**src/rtl/renkon_linebuf_pad.sv**
```systemverilog
// Rotating line-buffer datapath: BUFLINE banks feed a MAXFIL x MAXFIL padded window.
// Optional macro RENKON_LINEBUF_MASK_EN adds buf_mask to blank leading rows/columns for small kernels.

module renkon_linebuf_bank #(
    parameter int DWIDTH    = 16,
    parameter int BUFSIZE   = 33,
    parameter int SIZEWIDTH = 6
) (
    input  logic                 clk,
    input  logic                 xrst,
    input  logic                 we,
    input  logic [SIZEWIDTH-1:0] addr,
    input  logic [DWIDTH-1:0]    wdata,
    output logic [DWIDTH-1:0]    rdata
);
    logic [DWIDTH-1:0] mem [BUFSIZE];

    always_ff @(posedge clk) begin
        if (we)
            mem[addr] <= wdata;
    end

    // Read-first: a same-cycle write to addr is not visible until the next read.
    always_ff @(posedge clk) begin
        if (!xrst)
            rdata <= '0;
        else
            rdata <= mem[addr];
    end
endmodule

module renkon_linebuf_pad #(
    parameter  int DWIDTH    = 16,
    parameter  int MAXFIL    = 3,
    parameter  int MAXIMG    = 32,
    localparam int BUFSIZE   = MAXIMG + 1,
    localparam int BUFLINE   = MAXFIL + 1,
    localparam int SIZEWIDTH = $clog2(BUFSIZE),
    localparam int LINEWIDTH = $clog2(BUFLINE)
) (
    input  logic                                    clk,
    input  logic                                    xrst,
    input  logic [DWIDTH-1:0]                       buf_input,
    input  logic                                    buf_we,
    input  logic [SIZEWIDTH-1:0]                    buf_addr,
    input  logic                                    buf_wcol,
    input  logic [LINEWIDTH:0]                      buf_wsel,
    input  logic [LINEWIDTH:0]                      buf_rsel,
    input  logic [MAXFIL-1:0]                       buf_rrow,
`ifdef RENKON_LINEBUF_MASK_EN
    input  logic [MAXFIL-1:0]                       buf_mask,
`endif
    output logic [MAXFIL*MAXFIL-1:0][DWIDTH-1:0]    buf_output
);
    localparam logic [LINEWIDTH:0] NLINE = (LINEWIDTH+1)'(BUFLINE);

    logic [BUFLINE-1:0][DWIDTH-1:0]             rd_q;
    logic [MAXFIL-1:0][DWIDTH-1:0]              row_d;
    logic [MAXFIL-1:0][DWIDTH-1:0]              sel_q;
    logic [MAXFIL-1:0][MAXFIL-1:0][DWIDTH-1:0]  win_q;   // [column][row]
    logic [DWIDTH-1:0]                          wdata;
    logic                                       rsel_ok;

    assign wdata   = buf_wcol ? buf_input : '0;
    assign rsel_ok = buf_rsel < NLINE;

    // Writes are held off while in reset; wsel outside 1..BUFLINE matches no bank.
    for (genvar b = 0; b < BUFLINE; b++) begin : g_bank
        logic bank_we;
        assign bank_we = buf_we && xrst && (buf_wsel == (LINEWIDTH+1)'(b + 1));

        renkon_linebuf_bank #(
            .DWIDTH    (DWIDTH),
            .BUFSIZE   (BUFSIZE),
            .SIZEWIDTH (SIZEWIDTH)
        ) u_bank (
            .clk   (clk),
            .xrst  (xrst),
            .we    (bank_we),
            .addr  (buf_addr),
            .wdata (wdata),
            .rdata (rd_q[b])
        );
    end

    // Row j is the bank (rsel+1+j) mod BUFLINE; the sum never reaches 2*BUFLINE when rsel is valid.
    for (genvar j = 0; j < MAXFIL; j++) begin : g_row
        localparam logic [LINEWIDTH:0] OFS = (LINEWIDTH+1)'(j + 1);
        logic [LINEWIDTH:0]   sum;
        logic [LINEWIDTH-1:0] idx;

        assign sum      = buf_rsel + OFS;
        assign idx      = LINEWIDTH'((sum >= NLINE) ? sum - NLINE : sum);
        assign row_d[j] = (rsel_ok && buf_rrow[j]) ? rd_q[idx] : '0;
    end

    always_ff @(posedge clk) begin
        if (!xrst) begin
            sel_q <= '0;
            win_q <= '0;
        end else begin
            sel_q             <= row_d;
            win_q[MAXFIL-1]   <= sel_q;
            for (int k = 0; k < MAXFIL - 1; k++)
                win_q[k] <= win_q[k+1];
        end
    end

    for (genvar i = 0; i < MAXFIL; i++) begin : g_out_row
        for (genvar k = 0; k < MAXFIL; k++) begin : g_out_col
`ifdef RENKON_LINEBUF_MASK_EN
            assign buf_output[i*MAXFIL+k] = (buf_mask[i] || buf_mask[k]) ? '0 : win_q[k][i];
`else
            assign buf_output[i*MAXFIL+k] = win_q[k][i];
`endif
        end
    end
endmodule

```
**config.mk**
```make
export PLATFORM = sky130hd
export DESIGN_NAME = renkon_linebuf_pad
export DESIGN_NICKNAME = d
export VERILOG_FILES = /design/src/rtl/renkon_linebuf_pad.sv
export SDC_FILE = /design/constraint.sdc
export NUM_CORES = 2
export LEC_CHECK = 0
export ABC_CLOCK_PERIOD_IN_PS = 3600
export CAP_MARGIN = 20
export CORE_UTILIZATION = 45
export DETAILED_ROUTE_END_ITERATION = 10
export PLACE_DENSITY_LB_ADDON = 0.25
export SLEW_MARGIN = 20
export SYNTH_ARGS = -nofsm -noshare
export SYNTH_HDL_FRONTEND = slang
export SYNTH_SLANG_ARGS = --single-unit
```
**constraint.sdc**
```tcl
create_clock -name clk -period 3.6 [get_ports clk]
set_input_delay 0.9 -clock clk [delete_from_list [all_inputs] [get_ports clk]]
set_output_delay 0.9 -clock clk [all_outputs]
set_load 0.05 [all_outputs]
```
==> metrics.md <==
| Metric | Value |
|---|---|
| Max Slew Vio Count | `0` |
| CP Cell Sequence | `buf_8, clkinv_2, buf_4, buf_4, a221oi_1, a21oi_1, buf_4, o21ai_0, a41oi_1` |
| Largest net degree at the start of global routing | `100` |
| CTS Buf Count | `225` |
| Worst slew pin tran | `1.068 ns` |
| Post-CTS Setup Inserts | `0` |
| Placed instance count | `8027` |
| Crit-path leading delay family | `buffers and inverters` |
| Yosys warnings | `0` |
| Setup crit start kind | `primary input` |
| Clock share of power | `41.0%` |
| Leak pwr | `32.23 nW` |
| Starting density of the core | `45.38%` |
| Die Y | `445.7 microns` |
| Clock sinks | `2368` |
| Nets | `5665` |
| Hold Path Class | `flop to flop` |
| Total wire length | `283900 microns` |
| Multi-input logic area | `18600 sq um` |
| Synth area leaders | `edfxtp_1 (72%), dfxtp_1 (5.8%), mux4_2 (4.2%)` |
| Worst Path Required | `4.32 ns` |
| FP Rows | `162` |
| Net Sw Power | `12.81 mW` |
| Clk_skew | `0.07525 ns` |
| Highest net fanout along the worst path | `16` |
| Cells after Synth | `5005` |
| Max Freq | `330.7 MHz` |
| Kind of critical path | `primary input to flop` |
| Most used routing layer | `met2` |
| Vias in the first global route | `50298` |
| Initial antenna violation count | `11` |
| Crit path DAT | `3.75 ns` |
| Crit-path most repeated cell | `buf_4` |
| Ports | `179` |
| Global placer's final weighted congestion | `0.9501` |
| Met2 GRT Util | `43.55%` |
| Hold Vio Cnt, Final | `0` |
| Filler Cell Count | `15090` |
| Max Buffers Root-to-Sink | `3` |
| Area grow syn2layout | `20.22%` |
| Critical Path End Type | `flop` |
| Syn Area/Cell | `17.70 sq um` |
| Comb power frac | `6.1%` |
| Syn_nets | `5040` |
| Layout cells sized above 1 | `22.93%` |
| Async SR Flop Fraction | `0%` |
| Outcome | `completed` |
| H-tree depth | `4` |
| Post-layout minimum cycle time | `3.024 ns` |
| Initial DRC Count | `7858` |
| FF/Latch Area | `68550 sq um` |
| Root Buffer | `clkbuf_16` |
| Library cells used by synthesis | `64` |
| Slew margin rel. | `28.78%` |
| TritonRoute pass-1 iters | `6` |
| Number of vias per cell | `6.262` |
| Switch share | `22.48%` |
| Slowest Stage Delay on Critical Path | `0.71 ns` |
| Reg clk slew, reported paths | `0.06 ns` |
| First-pass GRT wire length | `394300 microns` |
| Reg power frac | `52.9%` |
| ANT nets after route | `0` |
| Post-Layout Cell Count | `8453` |
| Final period utilization | `84.00%` |
| Sequential share of the synthesized area | `77.39%` |
| Cell Int Power | `44.17 mW` |
| Final setup violation count | `0` |
| Worst Path Buf+Inv | `5` |
| Peak VDD IR | `0.4643 mV` |
| GRT Total Usage | `28.33%` |
| IO buf count | `178` |
| Remaining DRCs | `0` |
| Detailed placement HPWL | `185200 microns` |
| RSZ-0062 raised after global routing | `no` |
| Die Area | `198600 sq um` |
| Main synth FF type | `edfxtp_1` |
| Grt ovf | `0` |
| Hold buffer count at cts | `0` |
| Synth area leader | `edfxtp_1` |
| Post-synth EDFFs | `2112` |
| Top cell type's share of synthesized area | `71.60%` |
| Core ar. | `195200 sq um` |
| CP max stage cell | `o21ai_0` |
| TritonCTS clock tree | `yes` |
| Max_cap viols | `0` |
| PD cells | `535.1 nW/um^2` |
| Routed length per instance | `33.59 microns` |
| Worst skew pair latency | `0.90 ns` |
| Post-Syn Area | `88570 sq um` |
| DR vias | `52930` |
| Die Width | `445.7 microns` |
| GRT met1 Usage | `38.72%` |
| Met3 Resource Use GR | `6.710%` |
| Flops & latches, synth | `2368` |
| CTS resizes | `0` |
| Worst hold slack | `0.4257 ns` |
## cell families after synthesis
group / Yosys count / synth area share [%]
AOI/OAI and AO/OA: 1076 / 9.010
DFF: 2368 / 77.39
muxes: 445 / 7.604
buffers and inverters: 366 / 1.954
and+or+nand+nor: 750 / 4.043
## layout by cell type, fill, tap and decap left out, types with 164 or more instances in the layout
cell             instances
edfxtp_1              2112
a21oi_1                164
buf_4                  373
a22oi_1                172
a221oi_1               325
dfxtp_1                256
nor2_1                 200
clkdlybuf4s50_1        171
clkbuf_16              226
nand2_1                183
buf_12                 209
mux4_2                 166
## metal layers
metal | up-vias | routed length [microns]
met5 | - | 127
met4 | 10 | 13430
met3 | 599 | 33270
met2 | 3680 | 129500
met1 | 27048 | 107600
li1 | 21593 | -
## stage by stage
stage | util (%) | worst slack, ns | setup TNS, ns | total power, mW | instance area [sq um]
6_report | 54.55 | 0.5759 | 0 | 56.98 | 106500
5_1_grt | 54.54 | 0.5442 | 0 | 58.25 | 106500
4_1_cts | 54.53 | 0.5377 | 0 | 57.12 | 106400
3_5_place_dp | 50.82 | -0.1435 | -2.858 | 34.14 | 99200
3_3_place_gp | 50.82 | -0.1410 | -4.780 | 34.10 | 99200
2_1_floorplan | - | 0.2260 | 0 | 32.31 | 88570
## synthesized netlist by cell type (5+ instances only)
master,n
a211oi_1,17
a21o_1,7
a21oi_1,164
a221o_1,20
a221oi_1,325
a222oi_1,5
a22o_1,48
a22oi_1,172
a31oi_1,28
a32oi_1,6
a41oi_1,39
and2_1,168
and3_1,55
buf_1,43
buf_2,126
buf_4,35
buf_6,9
clkbuf_1,147
dfxtp_1,256
edfxtp_1,2112
mux2_2,155
mux2i_1,122
mux4_2,166
nand2_1,184
nand2b_1,5
nand3_1,11
nand3b_1,8
nand4_1,6
nor2_1,260
nor2b_1,6
nor3_1,23
nor4_1,5
o21ai_0,118
o22ai_1,49
o2bb2ai_1,18
o31ai_1,6
o32ai_1,18
o41a_1,8
## worst paths after layout
check | startpoint | end | slack (ns) | cells past startpoint
setup / recovery | buf_addr[1] | g_bank[3].u_bank.rdata[14]$_SDFF_PN0_ | 0.58 | 9
hold / removal | sel_q[44]$_SDFF_PN0_ | buf_output[140]$_SDFF_PN0_ | 0.43 | 1
setup reg to reg | g_bank[2].u_bank.mem[23][14]$_DFFE_PP_ | g_bank[2].u_bank.rdata[14]$_SDFF_PN0_ | 1.14 | 5
hold reg to reg | sel_q[44]$_SDFF_PN0_ | buf_output[140]$_SDFF_PN0_ | 0.43 | 1
## flip-flops by register name (all words and copies together) (netlist names)
signal / cells
sel_q: 48
buf_output: 144
g_bank.u_bank.mem: 2112
g_bank.u_bank.rdata: 64
## power by group through the flow
stage	clock, mW	combinational (mW)	sequential, mW
after CTS	23.6	3.43	30.1
final	23.3	3.49	30.1
after global placement	0	3.38	30.7
after floorplan	0	1.61	30.7
after global routing	24.5	3.59	30.1
after detailed placement	0	3.41	30.7
## final cells by class
cell class              instances  share of cell area [%]
well taps                    2624                   3.083
flip-flops and latches       2368                   64.37
repair buffers                758                   8.218
diodes                         11                 0.02585
clock inverters               122                   1.167
inverters                       6                 0.02938
multi-input cells            2271                   17.47
clock buffers                 293                   5.633
(Power assumes the default switching activity.)
